===== config.mk =====
export PLATFORM = sky130hd
export DESIGN_NAME = reg_wr_fifo
export DESIGN_NICKNAME = d
export VERILOG_FILES = /design/src/rtl/reg_wr_fifo.sv
export SDC_FILE = /design/constraint.sdc
export NUM_CORES = 1
export LEC_CHECK = 0
export BUFFER_PORTS_ARGS = -buffer_cell sky130_fd_sc_hd__buf_4
export CAP_MARGIN = 10
export CORE_MARGIN = 2
export CORE_UTILIZATION = 25
export DETAILED_ROUTE_END_ITERATION = 8
export PLACE_DENSITY_LB_ADDON = 0.05
export SKIP_LAST_GASP = 1
export SLEW_MARGIN = 20
export SYNTH_ARGS = -nofsm -noshare
export SYNTH_HDL_FRONTEND = slang
export SYNTH_SLANG_ARGS = --single-unit

===== constraint.sdc =====
create_clock -name S_AXI_ACLK -period 9.5 [get_ports S_AXI_ACLK]
set_input_delay 1.9 -clock S_AXI_ACLK [delete_from_list [all_inputs] [get_ports S_AXI_ACLK]]
set_output_delay 1.9 -clock S_AXI_ACLK [all_outputs]
set_load 0.005 [all_outputs]

===== src/rtl/reg_wr_fifo.sv =====
// Captures committed register writes into a FWFT FIFO and presents them as an AXI-Stream master.
// Latency: a push into an empty FIFO shows TVALID one cycle later. There is no same-cycle bypass.
// Backpressure: TREADY low holds the head entry. Writes that arrive while full are dropped and set the sticky overflow flag.
//
// Ports:
//   S_AXI_ACLK, S_AXI_ARESETN  clock, synchronous active-low reset
//   wr_en/wr_adr/wr_dat/wr_wen one-cycle committed register write (word addr [9:3], data, strobes)
//   flush                      empties the FIFO; the overflow flag is kept
//   ovf_clr                    clears the sticky overflow flag
//   M_AXIS_TDATA/TUSER/TVALID/TREADY  head entry as stream; TUSER = {adr, wen}
//   level, full, overflow      status for the register slave
module reg_wr_fifo #(
  parameter int DEPTH = 16,  // power of two, 2..256
  parameter int AW    = 4    // log2(DEPTH)
) (
  input  logic          S_AXI_ACLK,
  input  logic          S_AXI_ARESETN,
  input  logic          wr_en,
  input  logic [6:0]    wr_adr,
  input  logic [63:0]   wr_dat,
  input  logic [7:0]    wr_wen,
  input  logic          flush,
  input  logic          ovf_clr,
  output logic [63:0]   M_AXIS_TDATA,
  output logic [14:0]   M_AXIS_TUSER,
  output logic          M_AXIS_TVALID,
  input  logic          M_AXIS_TREADY,
  output logic [AW:0]   level,
  output logic          full,
  output logic          overflow
);

  typedef struct packed {
    logic [6:0]  adr;
    logic [7:0]  wen;
    logic [63:0] dat;
  } entry_t;

  localparam logic [AW:0] FULL_LVL = (AW+1)'(DEPTH);

  // Storage is deliberately not reset; only pointers and level define validity.
  entry_t        mem_q [DEPTH];

  logic [AW-1:0] wr_ptr_q, wr_ptr_d;
  logic [AW-1:0] rd_ptr_q, rd_ptr_d;
  logic [AW:0]   level_q,  level_d;
  logic          ovf_q,    ovf_d;

  logic          full_s;
  logic          valid_s;
  logic          push;
  logic          pop;
  logic          drop;
  entry_t        wr_entry;
  entry_t        head;

  // Status comes from registered level only, so TREADY never reaches full combinationally.
  assign full_s  = (level_q == FULL_LVL);
  assign valid_s = (level_q != '0);

  assign wr_entry = '{adr: wr_adr, wen: wr_wen, dat: wr_dat};

  // Flush has priority: no push, no pop, and a write in that cycle does not count as dropped.
  assign push = wr_en & ~full_s & ~flush;
  assign pop  = valid_s & M_AXIS_TREADY & ~flush;
  assign drop = wr_en & full_s & ~flush;

  always_comb begin
    wr_ptr_d = wr_ptr_q;
    rd_ptr_d = rd_ptr_q;
    level_d  = level_q;
    ovf_d    = ovf_q;

    if (flush) begin
      wr_ptr_d = '0;
      rd_ptr_d = '0;
      level_d  = '0;
    end else begin
      if (push) wr_ptr_d = wr_ptr_q + AW'(1);
      if (pop)  rd_ptr_d = rd_ptr_q + AW'(1);
      case ({push, pop})
        2'b10:   level_d = level_q + (AW+1)'(1);
        2'b01:   level_d = level_q - (AW+1)'(1);
        default: level_d = level_q;
      endcase
    end

    // A drop in the same cycle as ovf_clr wins, so no drop event is lost.
    if (drop)         ovf_d = 1'b1;
    else if (ovf_clr) ovf_d = 1'b0;
  end

  always_ff @(posedge S_AXI_ACLK) begin
    if (!S_AXI_ARESETN) begin
      wr_ptr_q <= '0;
      rd_ptr_q <= '0;
      level_q  <= '0;
      ovf_q    <= 1'b0;
    end else begin
      wr_ptr_q <= wr_ptr_d;
      rd_ptr_q <= rd_ptr_d;
      level_q  <= level_d;
      ovf_q    <= ovf_d;
    end
  end

  // A write into a slot beyond the read pointer is harmless even during reset.
  // Validity is decided by level_q, so the storage needs no reset gating.
  always_ff @(posedge S_AXI_ACLK) begin
    if (push) mem_q[wr_ptr_q] <= wr_entry;
  end

  // First-word-fall-through: the head entry is visible as soon as it is stored.
  assign head = mem_q[rd_ptr_q];

  assign M_AXIS_TDATA  = head.dat;
  assign M_AXIS_TUSER  = {head.adr, head.wen};
  assign M_AXIS_TVALID = valid_s;
  assign level         = level_q;
  assign full          = full_s;
  assign overflow      = ovf_q;

endmodule


# Word level (Yosys, flattened, before mapping)
# Memory sizes are Yosys's and may differ from the RTL's. A register that Yosys moved wholly into a read port is not among the register bits.
# Index checks and enable logic that the tools add are counted.
dict set report word_totals {
  reg_bits 14
  mem_bits_rw 1264
  input_bits 85
  output_inout_bits 87
  wordCells 32
  mem_count 1
}
dict set report classes {
  addsub 4
  n_eq_ne 3
  muxes 7
  n_bitwise 9
  n_reduce_logical 4
}
# memory words word_bits read_ports rd_ports_with_merged_regs wr line
set memory_table {}
lappend memory_table {mem_q 16 79 1 1 1 42} ;# entry_t mem_q [DEPTH];
# cell n
set ops {}
lappend ops {{5-bit one-hot mux with 2 select lines} 1}
lappend ops {{4-bit by 1-bit adder with 4-bit output, second input constant} 2}
lappend ops {{4-bit 2-to-1 mux} 2}
lappend ops {{1-bit AND} 6}
lappend ops {{5-bit by 1-bit adder with 5-bit output, second input constant} 1}
lappend ops {{5-bit == test, second input constant} 1}
lappend ops {{5-bit nonzero test} 1}
lappend ops {{5-bit by 1-bit subtractor with 5-bit output, second input constant} 1}
lappend ops {{1-bit 2-to-1 mux} 4}
lappend ops {{2-bit nonzero test} 2}
lappend ops {{1-bit NOT} 3}
lappend ops {{2-bit by 1-bit == test with 1-bit output, second input constant} 1}
lappend ops {{2-bit == test, second input constant} 1}
lappend ops {{2-bit OR reduction} 1}

# Depth between registers and ports, before layout
# Gate-level depths: netlist of run 1.
dict set report logic_depth {
  ltp_word 6
  ltp_mapped 12
  depth_no_buf 10
}

# Least setup slack after synthesis of run 1
# OpenSTA, ideal clock, no wires.
dict set report synth_timing {
  kind {input -> register}
  startpoint {input flush}
  endpoint {memory mem_q[3][0] in the netlist's numbering, enable pin}
  setup_time_ps 613
  arrival_ps 7724
  required_ps 8887
  setup_slack_ps 1163
  path_stages 3
  path_cell_list {nand2b_1 > a211o_1 > nor3_1}
}
dict set report synth_between {
  elab_chain_cells 4
}
# item line
set synth_lines {}
lappend synth_lines {{from (decl)} 22} ;# input logic flush,
lappend synth_lines {{1-bit NOT} 64} ;# assign push = wr_en & ~full_s & ~flush;
lappend synth_lines {{1-bit AND} 64}
lappend synth_lines {{1-bit 2-to-1 mux} 110} ;# if (push) mem_q[wr_ptr_q] <= wr_entry;
lappend synth_lines {{1-bit 2-to-1 mux (implied by the code)} 110}
lappend synth_lines {{to (decl)} 42}
# No other way between the ends.

==> impl_metrics.ini, run 1 <==
[global_routing]
grt_first_pass_wirelength_um = 200000
grt_overflow = 0
grt_antenna_before_repair = 20
grt_pass1_vias = 24698
track_usage_pct = 14.58
grt_max_degree = 129

[worst_setup_path]
required_ns = 7.60
worst-endpoint-arrival_ns = 3.80
critical_path.slowest_cell = buf_4
path_buf_inv = 3
critPathCaptureType = output port
cpPeakStageDelay_ns = 0.72
path_cells = and2_4 > buf_4 > buf_4 > a22oi_1 > nand2_1 > buf_4
crit_type = reg2out
cpMostUsedCell = buf_4
critical_path.top_delay_family = buffers and inverters
worstPathMaxFanout = 33
startpoint_type = flip-flop

[clock_tree]
cts_tree = done
cts_resized = 0
cts.clk_slew.worst_paths_ns = 0.05
clock-sinks = 1282
root_buffer = clkbuf_16
holdBufCountCts = 0
cts_buffers = 155
cts_max_level = 4
worst_skew_pair.late_latency_ns = 0.78
cts_setup_buffers = 0
clock_tree.buffer_depth = 3

[detailed_routing]
routedWlPerCell_um = 28.91
drt_iter0_drc = 1647
drc_errors = 0
drt-total-wl_um = 143500
routed-via-count = 22456
route.antenna.remaining_nets = 0
drt_pass1_iterations = 7
via_per_inst = 4.524

[pwr]
p_sw_share_pct = 20.37
switching_power_w = 0.002466
sequentialPowerShare_pct = 51.6
p_leak_nw = 17.58
p_int_w = 0.009638
powerDensity_nw_per_um2 = 210.7
comb_power_share_pct = 1.9
clkPwrFrac_pct = 46.6
vdd_ir_drop_max_mv = 0.1203
report.power.total_w = 0.01210

[synth]
yosys_warnings = 0
yosysUniqueCellTypes = 44
synth_seq_area_share_pct = 79.39
syn-cell-area_sq_um = 48260
syn_nets = 2148
avgSynthCellArea_sq_um = 23.47
ys_seq_elements = 1282
netlist_instances = 2056

[finish]
final_cell_mix = edfxtp_1, mux4_2, buf_4, clkbuf_16, a22oi_1
final_cells = 4964
nets = 2413
syn2layout_area_growth_pct = 19.03
fill_cells = 18699
drive_gt1_share_pct = 31.43
layout_commonest_cell = edfxtp_1

[floorplanning]
initial_core_util_pct = 25.11
ios = 172
fp.dieH_um = 443.4
core-area_sq_um = 192200
fp-row-count = 161
fp.dieArea_sq_um = 196600
die_w_um = 443.4

[timing]
maxSlewHeadroom_pct = 25.43
tns_ns = 0
drv_slew = 0
period_share_pct = 59.98
finalSetupViolations = 0
worstMarginPinSlew_ns = 1.118
hold_viol = 0
grt_setup_unrepaired = no
fmax_ghz = 0.1755
finClkSkew_ns = 0.03591
period_minus_slack_ns = 5.698

[placement]
routabilityCongestion = 0.6769
dpl.hpwl_um = 72280
io_buffers = 171
dp_cells = 4690

[status]
status = completed

[job]
drv_cap = 0

[hold_path]
hold_class = reg2reg
## flip-flops by register name, summed over array words and instances, names as in the netlist, named ones only
name / cells
overflow: 1
level: 5
rd_ptr_q: 4
wr_ptr_q: 4
mem_q: 1264
## worst register-to-register path: cells and delay by family, from the launching register on
| family | cells | cell delay (ns) |
|---|---|---|
| flip-flops | 1 | 0.58 |
| buffers and inverters | 3 | 1.56 |
| AND/OR/NAND/NOR | 2 | 0.63 |
| AO/OA/AOI/OAI | 1 | 0.19 |
## per-stage QoR
| stage | hold WS, ns | util [%] | cell area, sq um | setup slack, ns |
|---|---|---|---|---|
| 3_5_place_dp | 0.4997 | 27.40 | 52660 | 4.492 |
| 5_1_grt | 0.5495 | 29.89 | 57450 | 3.599 |
| 4_1_cts | 0.5085 | 29.89 | 57450 | 3.625 |
| 2_1_floorplan | 0.4686 | - | 48260 | 1.163 |
| 3_3_place_gp | 0.4961 | 27.40 | 52660 | 4.489 |
| 6_report | 0.5054 | 29.89 | 57450 | 3.802 |
## power groups by stage
stage	clock [W]	sequential [W]	combinational, W
finish	0.00564	0.00624	0.000227
CTS	0.00584	0.00624	0.000237
detailed placement	0	0.00636	0.000237
floorplan	0	0.00636	0.0000683
global placement	0	0.00636	0.000229
global route	0.00605	0.00624	0.000253
## final timing paths
path,slack (ns),cells after the start,to,from
max reg2reg,6.13,6,mem_q[4][50]$_DFFE_PP_,level[1]$_SDFFE_PP0P_
min reg2reg,0.51,2,rd_ptr_q[3]$_SDFFE_PP0P_,rd_ptr_q[3]$_SDFFE_PP0P_
max,3.80,6,M_AXIS_TDATA[27],flip-flop
min,0.51,2,rd_ptr_q[3]$_SDFFE_PP0P_,rd_ptr_q[3]$_SDFFE_PP0P_
## synth_stat cells, drive strengths merged
library cell	n	area (sq um)
mux2i	3	30.03
nand2	87	326.6
o21a	1	7.510
xnor2	3	26.28
nand3	4	20.02
nand4	1	6.260
nor4	2	27.53
nor3b	1	7.510
buf	59	419.2
inv	8	30.03
o31ai	3	22.52
or4	2	18.77
clkbuf	52	195.2
nor2b	8	50.05
o211a	1	10.01
a22oi	158	1186
and3	14	87.58
nand2b	3	18.77
mux4	316	7117
o21ai	5	36.29
nand4b	1	8.760
a211oi	2	15.01
a32oi	1	8.760
a211o	2	17.52
and2	2	12.51
or3	1	6.260
o211ai	1	7.510
ha	7	87.58
nor4b	1	8.760
nor2	14	52.55
nor4bb	1	10.01
xor2	4	35.03
edfxtp	1264	37960
nor3	2	10.01
dfxtp	18	360.4
a21oi	3	15.01
o41ai	1	8.760
## final cells by class
cell class                 count  area [sq um]  share of cell area (%)
sequential                  1282         38320                   66.71
multi-input combinational    655          9410                   16.38
timing repair buffer         219          1732                   3.014
clock buffer                 194          4153                   7.228
antenna                        1         2.502                0.004356
inverter                       8         30.03                 0.05227
clock inverter                79         638.1                   1.111
tap                         2526          3161                   5.501
## per-layer routing
metal	global-route usage, %	vias to the layer above	routed length, um
met4	3.933	12	2937
met1	19.78	12417	65500
met3	2.810	190	5755
met2	23.88	468	69230
met5	0	-	71
li1	-	9369	-
## cells by family (layout without fill, tap and decap cells)
| kind of cell | Yosys count | in the layout | share of synthesized area (%) |
|---|---|---|---|
| other cells | 0 | 1 | 0 |
| xor+xnor | 7 | 7 | 0.1270 |
| flops | 1282 | 1282 | 79.39 |
| compound gates | 178 | 178 | 2.766 |
| fa+ha+maj | 7 | 7 | 0.1815 |
| simple gates | 144 | 144 | 1.392 |
| buf+inv | 119 | 500 | 1.335 |
| mux | 319 | 319 | 14.81 |
Note: power is estimated with default switching activity, not from simulation.
==> run 2: changes to the inputs <==
- clock period: 9.5 -> 4.7 ns (I/O delays scaled with it)
==> run 2 against run 1 <==
  * Critical endpoint is now M_AXIS_TUSER[12]
  * First-iteration DRC count fell by 10%
  * Critical path depth did not move
  * Largest cell class unchanged
  * Worst setup slack got worse by 3.3 ns
  * Design area rose by 1.2%
  * Combinational power rose by 100%
==> impl_metrics.ini, run 2 (synthesis results as in run 1) <==
[status]
status = completed

[timing]
maxSlewHeadroom_pct = 31.97
finalSetupViolations = 0
finClkSkew_ns = 0.01385
period_share_pct = 88.36
worstMarginPinSlew_ns = 1.020
hold_viol = 0
grt_setup_unrepaired = no
tns_ns = 0
worst_slack_ns = 0.5469
fmax_ghz = 0.2408
period_minus_slack_ns = 4.153
drv_slew = 0

[clock_tree]
cts_max_level = 4
cts_tree = done
clock-sinks = 1282
root_buffer = clkbuf_16
worst_skew_pair.late_latency_ns = 0.78
clock_tree.buffer_depth = 3
cts_buffers = 152
cts_resized = 0
holdBufCountCts = 0
cts.clk_slew.worst_paths_ns = 0.06
cts_setup_buffers = 0

[worst_setup_path]
startpoint_type = flip-flop
required_ns = 3.76
worst-endpoint-arrival_ns = 3.21
crit_type = reg2out
critPathCaptureType = output port
worstPathMaxFanout = 27

[placement]
place_area_sq_um = 53530
dp_cells = 4734
io_buffers = 171
routabilityCongestion = 0.6717
preCtsSetupSlack_ns = 1.232
dpl.hpwl_um = 71250

[finish]
largest_reg_flops = 1264
nets = 2454
final_cells = 5007
syn2layout_area_growth_pct = 20.44
drive_gt1_share_pct = 32.03
largest-register = mem_q
layout_commonest_cell = edfxtp_1
final_cell_mix = edfxtp_1, mux4_2, buf_4, a22oi_1, clkbuf_16
fin_area_sq_um = 58130

[global_routing]
grt_max_degree = 80
grt_pass1_vias = 24884
grt_first_pass_wirelength_um = 195900
track_usage_pct = 14.18
grt_overflow = 0
grt_antenna_before_repair = 14

[pwr]
vdd_ir_drop_max_mv = 0.2548
p_int_w = 0.01918
p_leak_nw = 17.82
clkPwrFrac_pct = 45.8
powerDensity_nw_per_um2 = 414.3
comb_power_share_pct = 1.9
p_sw_share_pct = 20.35
switching_power_w = 0.004900
sequentialPowerShare_pct = 52.4

[detailed_routing]
routedWlPerCell_um = 27.80
routed-via-count = 22537
via_per_inst = 4.501
drc_errors = 0
drt_iter0_drc = 1482
route.antenna.remaining_nets = 0
drt_pass1_iterations = 5
drt-total-wl_um = 139200

[floorplanning]
fp.dieArea_sq_um = 196600
fp.dieH_um = 443.4
die_w_um = 443.4
initial_core_util_pct = 25.11
fp-row-count = 161
core-area_sq_um = 192200
ios = 172

[hold_path]
hold_class = in2reg

[job]
drv_cap = 0
## run 2: cell count changes in the layout (fill, tap and decap cells not counted), moves of 2 or more
| cell | before | now |
|---|---|---|
| clkinv_2 | 22 | 13 |
| inv_6 | 4 | 8 |
| clkinv_1 | 37 | 43 |
| clkbuf_1 | 33 | 41 |
| clkinvlp_4 | 3 | 1 |
| clkbuf_16 | 161 | 157 |
| bufinv_16 | 9 | 6 |
| buf_12 | 7 | 49 |
## run 2: layout make-up
type / instances / area, sq um
inverters: 8 / 30.03
flip-flops and latches: 1282 / 38320
clock inverters: 73 / 516.7
multi-input cells: 655 / 9417
well taps: 2526 / 3161
repair buffers: 263 / 2595
fillers: 18606 / 134000
diodes: 2 / 5.005
clock buffers: 198 / 4083
## run 2: path summary, 6_finish.rpt
check | startpoint | end | slack (ns) | depth (start not counted)
setup / recovery | flip-flop | M_AXIS_TUSER[12] | 0.55 | 6
hold / removal | S_AXI_ARESETN | overflow$_SDFFE_PN0P_ | 0.39 | 2
setup reg to reg | level[1]$_SDFFE_PP0P_ | level[2]$_SDFFE_PP0P_ | 1.90 | 9
hold reg to reg | rd_ptr_q[3]$_SDFFE_PP0P_ | rd_ptr_q[3]$_SDFFE_PP0P_ | 0.50 | 2
## run 2: metal layers
layer	vias up	share of wire, %	track usage [%]
met5	-	0.066	0
met4	14	2.1	3.922
met3	194	3.9	2.748
met2	459	48	22.88
met1	12391	46	19.46
li1	9479	-	-
## run 2: critical path, stage by stage, from the launching register on
cell	delay (ns)
dfxtp_4	0.70
buf_12	0.28
buf_12	0.27
mux4_2	0.55
a22oi_1	0.25
nand2_1	0.16
buf_4	0.17
## run 2: power by group through the flow
| stage | logic [W] | registers [W] | clock network [W] |
|---|---|---|---|
| CTS | 0.000474 | 0.0126 | 0.0114 |
| global route | 0.000510 | 0.0126 | 0.0118 |
| finish | 0.000454 | 0.0126 | 0.0110 |
| detailed placement | 0.000474 | 0.0128 | 0 |
| global placement | 0.000458 | 0.0128 | 0 |
| floorplan | 0.000138 | 0.0129 | 0 |
## run 2: per-stage QoR
stage / total power [W] / hold WS, ns / utilization (%)
2_1_floorplan: 0.01299 / 0.4686 / -
3_3_place_gp: 0.01330 / 0.4950 / 27.84
3_5_place_dp: 0.01332 / 0.4905 / 27.85
4_1_cts: 0.02449 / 0.3068 / 30.25
5_1_grt: 0.02492 / 0.3487 / 30.25
6_report: 0.02409 / 0.3860 / 30.25
